## src/rtl/mips_pkg.sv

```systemverilog
`default_nettype none
// ============================================================================
//  Package     : mips_pkg
//  Description : Shared widths, end-of-program marker and loader state
//                encoding for the UART program loader.
//  Revision    : 1.0 - initial release
// ============================================================================
package mips_pkg;

    localparam int INSTRUCTION_LENGTH = 32;
    localparam int PC_LENGTH          = 32;
    localparam int MEM_DEPTH_DEFAULT  = 256;
    localparam int BYTES_PER_WORD     = INSTRUCTION_LENGTH / 8;

    localparam logic [INSTRUCTION_LENGTH-1:0] HALT_WORD = 32'hFFFF_FFFF;

    // Loader control states; CKSUM is only reachable when the checksum
    // trailer is compiled in.
    typedef enum logic [2:0] {
        ST_IDLE  = 3'd0,
        ST_RECV  = 3'd1,
        ST_CKSUM = 3'd2,
        ST_DONE  = 3'd3,
        ST_ERROR = 3'd4
    } loader_state_t;

endpackage : mips_pkg
`default_nettype wire

```

## src/rtl/loader_word_assembler.sv

```systemverilog
`default_nettype none
// ============================================================================
//  Module      : loader_word_assembler
//  Description : Packs a big-endian byte stream into words. The first byte
//                of a word lands in the MSBs. A one-cycle word_valid pulse
//                follows the cycle in which the last byte was accepted.
//  Revision    : 1.0 - initial release
// ============================================================================
module loader_word_assembler #(
    parameter int WORD_W = 32
) (
    input  logic              clk,
    input  logic              reset,
    input  logic              clear,
    input  logic              byte_valid,
    input  logic [7:0]        byte_data,
    output logic              word_valid,
    output logic [WORD_W-1:0] word
);

    localparam int BYTES = WORD_W / 8;
    localparam int IDX_W = $clog2(BYTES);

    // Only the leading BYTES-1 bytes need holding; the last byte goes
    // straight into the output word.
    logic [IDX_W-1:0]    byte_idx;
    logic [WORD_W-9:0]   partial;
    logic                last_byte;

    assign last_byte = (byte_idx == IDX_W'(BYTES - 1));

    // Byte index, partial-word shift register and registered word output.
    always_ff @(posedge clk or posedge reset) begin
        if (reset) begin
            byte_idx   <= '0;
            partial    <= '0;
            word_valid <= 1'b0;
            word       <= '0;
        end else if (clear) begin
            byte_idx   <= '0;
            partial    <= '0;
            word_valid <= 1'b0;
        end else begin
            word_valid <= byte_valid && last_byte;
            if (byte_valid) begin
                if (last_byte) begin
                    byte_idx <= '0;
                    word     <= {partial, byte_data};
                end else begin
                    byte_idx <= byte_idx + IDX_W'(1);
                end
                partial <= {partial[WORD_W-17:0], byte_data};
            end
        end
    end

endmodule : loader_word_assembler
`default_nettype wire

```

## src/rtl/program_loader.sv

```systemverilog
`default_nettype none
// ============================================================================
//  Module      : program_loader
//  Description : Turns a UART byte stream into instruction words and writes
//                them to instruction memory at byte addresses 0,4,8,... while
//                the core is stalled. The core is released once the HALT word
//                has been stored.
//                Build option PROGRAM_LOADER_CHECKSUM_EN: after the HALT write
//                one more byte is expected; it must equal the XOR of every
//                program byte, otherwise the load ends in ERROR.
//  Revision    : 1.0 - initial release
// ============================================================================
module program_loader
    import mips_pkg::*;
#(
    parameter int                            INSTRUCTION_LENGTH = mips_pkg::INSTRUCTION_LENGTH,
    parameter int                            PC_LENGTH          = mips_pkg::PC_LENGTH,
    parameter int                            MEM_DEPTH          = MEM_DEPTH_DEFAULT,
    parameter logic [INSTRUCTION_LENGTH-1:0] HALT_WORD          = mips_pkg::HALT_WORD
) (
    input  logic                            clk,
    input  logic                            reset,
    input  logic                            load_start,
    input  logic [7:0]                      rx_data,
    input  logic                            rx_valid,
    output logic                            instr_wr_en,
    output logic [PC_LENGTH-1:0]            instr_wr_addr,
    output logic [INSTRUCTION_LENGTH-1:0]   instr_wr_data,
    output logic                            mips_enable,
    output logic                            load_busy,
    output logic                            load_done,
    output logic                            load_error,
    output logic [$clog2(MEM_DEPTH):0]      word_count
);

    localparam int COUNT_W = $clog2(MEM_DEPTH) + 1;

    loader_state_t                  state;
    loader_state_t                  next_state;
    logic                           accept_byte;
    logic                           word_valid;
    logic [INSTRUCTION_LENGTH-1:0]  word;
    logic                           word_in_recv;
    logic                           mem_full;
    logic                           overflow;
    logic                           halt_written;
    logic [PC_LENGTH-1:0]           write_addr;
    logic [COUNT_W-1:0]             count;

    // A byte coinciding with load_start belongs to the aborted load.
    assign accept_byte = rx_valid && (state == ST_RECV) && !load_start;

    loader_word_assembler #(
        .WORD_W     (INSTRUCTION_LENGTH)
    ) u_assembler (
        .clk        (clk),
        .reset      (reset),
        .clear      (load_start),
        .byte_valid (accept_byte),
        .byte_data  (rx_data),
        .word_valid (word_valid),
        .word       (word)
    );

    // Full is checked before any write, so the address never wraps.
    assign mem_full     = (count == COUNT_W'(MEM_DEPTH));
    assign word_in_recv = word_valid && (state == ST_RECV) && !load_start;
    assign overflow     = word_in_recv && mem_full;
    assign halt_written = instr_wr_en && (word == HALT_WORD);

    assign instr_wr_en   = word_in_recv && !mem_full;
    assign instr_wr_addr = write_addr;
    assign instr_wr_data = word;
    assign word_count    = count;

    // Write address and word count advance after each write strobe.
    always_ff @(posedge clk or posedge reset) begin
        if (reset) begin
            write_addr <= '0;
            count      <= '0;
        end else if (load_start) begin
            write_addr <= '0;
            count      <= '0;
        end else if (instr_wr_en) begin
            write_addr <= write_addr + PC_LENGTH'(4);
            count      <= count + COUNT_W'(1);
        end
    end

`ifdef PROGRAM_LOADER_CHECKSUM_EN
    logic [7:0] checksum;

    // Running XOR over every program byte accepted in this load.
    always_ff @(posedge clk or posedge reset) begin
        if (reset) begin
            checksum <= '0;
        end else if (load_start) begin
            checksum <= '0;
        end else if (accept_byte) begin
            checksum <= checksum ^ rx_data;
        end
    end
`endif

    // Loader state register.
    always_ff @(posedge clk or posedge reset) begin
        if (reset) begin
            state <= ST_IDLE;
        end else begin
            state <= next_state;
        end
    end

    // Next-state decode; status outputs follow the current state.
    always_comb begin
        next_state  = state;
        mips_enable = 1'b0;
        load_busy   = 1'b0;
        load_done   = 1'b0;
        load_error  = 1'b0;

        if (load_start) begin
            next_state = ST_RECV;
        end else begin
            case (state)
                ST_RECV: begin
                    if (overflow) begin
                        next_state = ST_ERROR;
                    end else if (halt_written) begin
`ifdef PROGRAM_LOADER_CHECKSUM_EN
                        next_state = ST_CKSUM;
`else
                        next_state = ST_DONE;
`endif
                    end
                end
`ifdef PROGRAM_LOADER_CHECKSUM_EN
                ST_CKSUM: begin
                    if (rx_valid) begin
                        next_state = (rx_data == checksum) ? ST_DONE : ST_ERROR;
                    end
                end
`endif
                default: next_state = state;
            endcase
        end

        case (state)
            ST_RECV:  load_busy = 1'b1;
            ST_CKSUM: load_busy = 1'b1;
            ST_DONE: begin
                mips_enable = 1'b1;
                load_done   = 1'b1;
            end
            ST_ERROR: load_error = 1'b1;
            default:  load_busy = 1'b0;
        endcase
    end

endmodule : program_loader
`default_nettype wire

```

## config.mk

```make
export PLATFORM = sky130hd
export DESIGN_NAME = program_loader
export DESIGN_NICKNAME = d
export VERILOG_FILES = /design/src/rtl/mips_pkg.sv /design/src/rtl/loader_word_assembler.sv /design/src/rtl/program_loader.sv
export SDC_FILE = /design/constraint.sdc
export NUM_CORES = 1
export LEC_CHECK = 0
export CELL_PAD_IN_SITES_DETAIL_PLACEMENT = 2
export CELL_PAD_IN_SITES_GLOBAL_PLACEMENT = 2
export CORE_MARGIN = 8
export CORE_UTILIZATION = 36
export DETAILED_ROUTE_END_ITERATION = 10
export PLACE_DENSITY = 0.95
export SLEW_MARGIN = 15
export SYNTH_ARGS = -nofsm -noshare
export SYNTH_HDL_FRONTEND = slang
export SYNTH_SLANG_ARGS = --single-unit
```

## constraint.sdc

```tcl
create_clock -name clk -period 6 [get_ports clk]
set_input_delay 0.6 -clock clk [delete_from_list [all_inputs] [get_ports clk]]
set_output_delay 0.6 -clock clk [all_outputs]
set_load 0.02 [all_outputs]
```

==> flow_summary.toml <==
[run_status]
status = "finished, final reports clean"

[detailed_routing]
vias_per_cell = 5.36
drtIter0Drc = 204
post_drt_wl_per_cell_um = 22.9
vias = 3454
dr.pass1.iters = 4
wl_um = 14700
drc_errors = 0
ant_nets = 0

[cts]
clk_pin_slew_worst_paths_ns = 0.06
cts_tree = "built"
numClockSinks = 101
holdBufCountCts = 0
cts_buffers = 9
worstSkewPairLatency_ns = 0.35
postCtsResizedCells = 0
cts-root-buf = "clkbuf_16"
htree_levels = 3
post_cts_buffers = 0
max-clock-path-buffers = 2

[timing]
max_slew_margin_pct = 29.3
tightest_slew_ns = 1.06
period_needed_ns = 3.67
hold_ws_ns = 0.505
finalCritPeriodShare_pct = 61.2
fin_worst_skew_ns = 0.00675
rsz0062_at_grt = "false"
slew_viol_final = 0
setup-violations-final = 0
fmax_mhz = 273
finalHoldViolCount = 0
tns_ns = 0

[setup_path]
crit_start = "load_start"
cp_max_fo = 21
critPathKind = "primary input to output port"
r2r-start = "state[1]"
cp.arrival_ns = 3.07
end_kind = "output port"
critPathLaunchType = "primary input"
worstPathRequired_ns = 5.40

[global_routing]
grt_max_degree = 82
antenna_found_initial = 0
grt.total_usage_pct = 18.7
grt.overflow.total = 0
grt_pass1_vias = 4079
grt_pass1_wl_um = 23600

[layout]
drive_gt1_share_pct = 13.3
diodes = 0
nets = 486
fill_cells = 1264
syn_to_final_growth_pct = 29.9

[placed_design]
gp_congestion = 0.761
hpwl_um = 10500
io_buffers = 87

[die]
core_um2 = 12400
die_h_um = 128
initial_utilization_pct = 36.2
die_w_um = 128
io_pins = 90
die_area_um2 = 16300
num_rows = 41

[yosys]
syn_inst = 388
ys_ff_latch = 101
syn_avg_cell_area_um2 = 11.6
yosys_most_used_dff = "dfrtp_1"
synth_cell_types = 47
yosys_warnings = 0
syn_area_um2 = 4500
synth_edf_count = 0
synth.yosys.seq_area_share_pct = 56.2
synthArstFlopShare_pct = 100

[power]
ir_drop_mv = 0.109
leakage_nw = 2.55
p_per_area_nw_per_um2 = 250

[job]
cap_violations = 0

[hold_path]
hp-start = "u_assembler.byte_idx[1]"
hold_path_class = "register to register"
-- per-stage QoR --
stage | total power [W] | utilization [%] | area (um2) | setup WS (ns) | instances
after floorplan | 0.000788 | - | 4500 | 2.75 | 389
after global placement | 0.000839 | 44.4 | 5510 | 2.28 | 630
after detailed placement | 0.000847 | 44.4 | 5510 | 2.12 | 630
after CTS | 0.00147 | 46.8 | 5810 | 2.33 | 643
after global routing | 0.00151 | 47.0 | 5840 | 2.24 | 644
final | 0.00146 | 47.0 | 5840 | 2.33 | 644
-- cell type report --
class                   instances  area, um2  share of cell area, %
well taps                     172        215                   3.68
repair buffers                 92        928                   15.9
multi-input cells             254       1820                   31.1
inverters                      12       47.5                  0.814
flip-flops and latches        101       2530                   43.3
clock inverters                 2       60.1                   1.03
clock buffers                  11        243                   4.16
-- power by group --
| group | switching [W] | total [W] | internal [W] | leakage [nW] |
|---|---|---|---|---|
| logic | 0.0000631 | 0.000113 | 0.0000500 | 1.01 |
| registers | 0.0000203 | 0.000722 | 0.000701 | 1.39 |
| clock network | 0.000254 | 0.000624 | 0.000370 | 0.148 |
-- cell families after synthesis --
family	synth area share, %
buf+inv	3.42
simple gates	16.8
mux	10.3
fa+ha+maj	1.11
flops	56.2
xor+xnor	4.09
other cells	0.0834
compound gates	8.07
-- layout by cell type, fill, tap and decap left out, types with 3 or more instances in the layout --
cell type        instances
mux2_2                  32
nor3b_1                  3
clkbuf_16                9
xor2_1                   4
nand2_1                 27
nor3_1                   8
and2_1                   3
dfrtp_1                101
xnor2_1                 17
nand3_1                 20
clkdlybuf4s50_1         87
nand4_1                 11
nor4_1                   7
o21ai_0                  8
a21oi_1                  6
nor2_1                  34
ha_1                     4
or4_1                    3
a22o_1                  26
buf_4                    4
and3_1                   3
inv_1                   10
mux2i_1                  9
-- worst max-delay path: stages --
cell	delay, ns
clkdlybuf4s50_1	0.59
buf_4	0.31
nor4b_2	0.48
o211ai_2	0.20
inv_2	0.23
clkdlybuf4s50_1	0.65
-- registers in the layout, indices dropped and copies added, names as in the netlist --
signal / count
instr_wr_addr: 30
state: 3
u_assembler.byte_idx: 2
u_assembler.partial: 24
u_assembler.word: 32
u_assembler.word_valid: 1
word_count: 9
-- routing by layer --
metal	share of wire [%]	vias up	track usage [%]
met5	0	-	0
met4	1.8	0	6.71
met3	4.2	19	4.08
met2	53	78	33.7
met1	41	1818	21.1
li1	-	1539	-
-- cells in the mapped netlist (all sizes together) (9+ instances only) --
library cell | instances | share of area [%]
xnor2 | 17 | 3.3
dfrtp | 101 | 56
a22o | 26 | 5.1
nor4 | 9 | 1.7
inv | 12 | 1.0
buf | 13 | 1.7
nand3 | 20 | 2.2
clkbuf | 9 | 0.75
mux2i | 9 | 2.0
nand2 | 27 | 2.3
nand4 | 12 | 1.8
mux2 | 33 | 8.3
nor2 | 35 | 3.0
-- final timing paths --
kind                                           end  depth (start not counted)  slack, ns
setup reg to reg              u_assembler.word[29]                          5       3.15
max in group asynchronous     u_assembler.word[24]                          4       4.47
hold / removal             u_assembler.byte_idx[1]                          1       0.50
setup / recovery                       instr_wr_en                          6       2.33
hold reg to reg            u_assembler.byte_idx[1]                          1       0.50
min in group asynchronous        instr_wr_addr[30]                          2       0.57
Note: power is estimated with default switching activity, not from simulation.
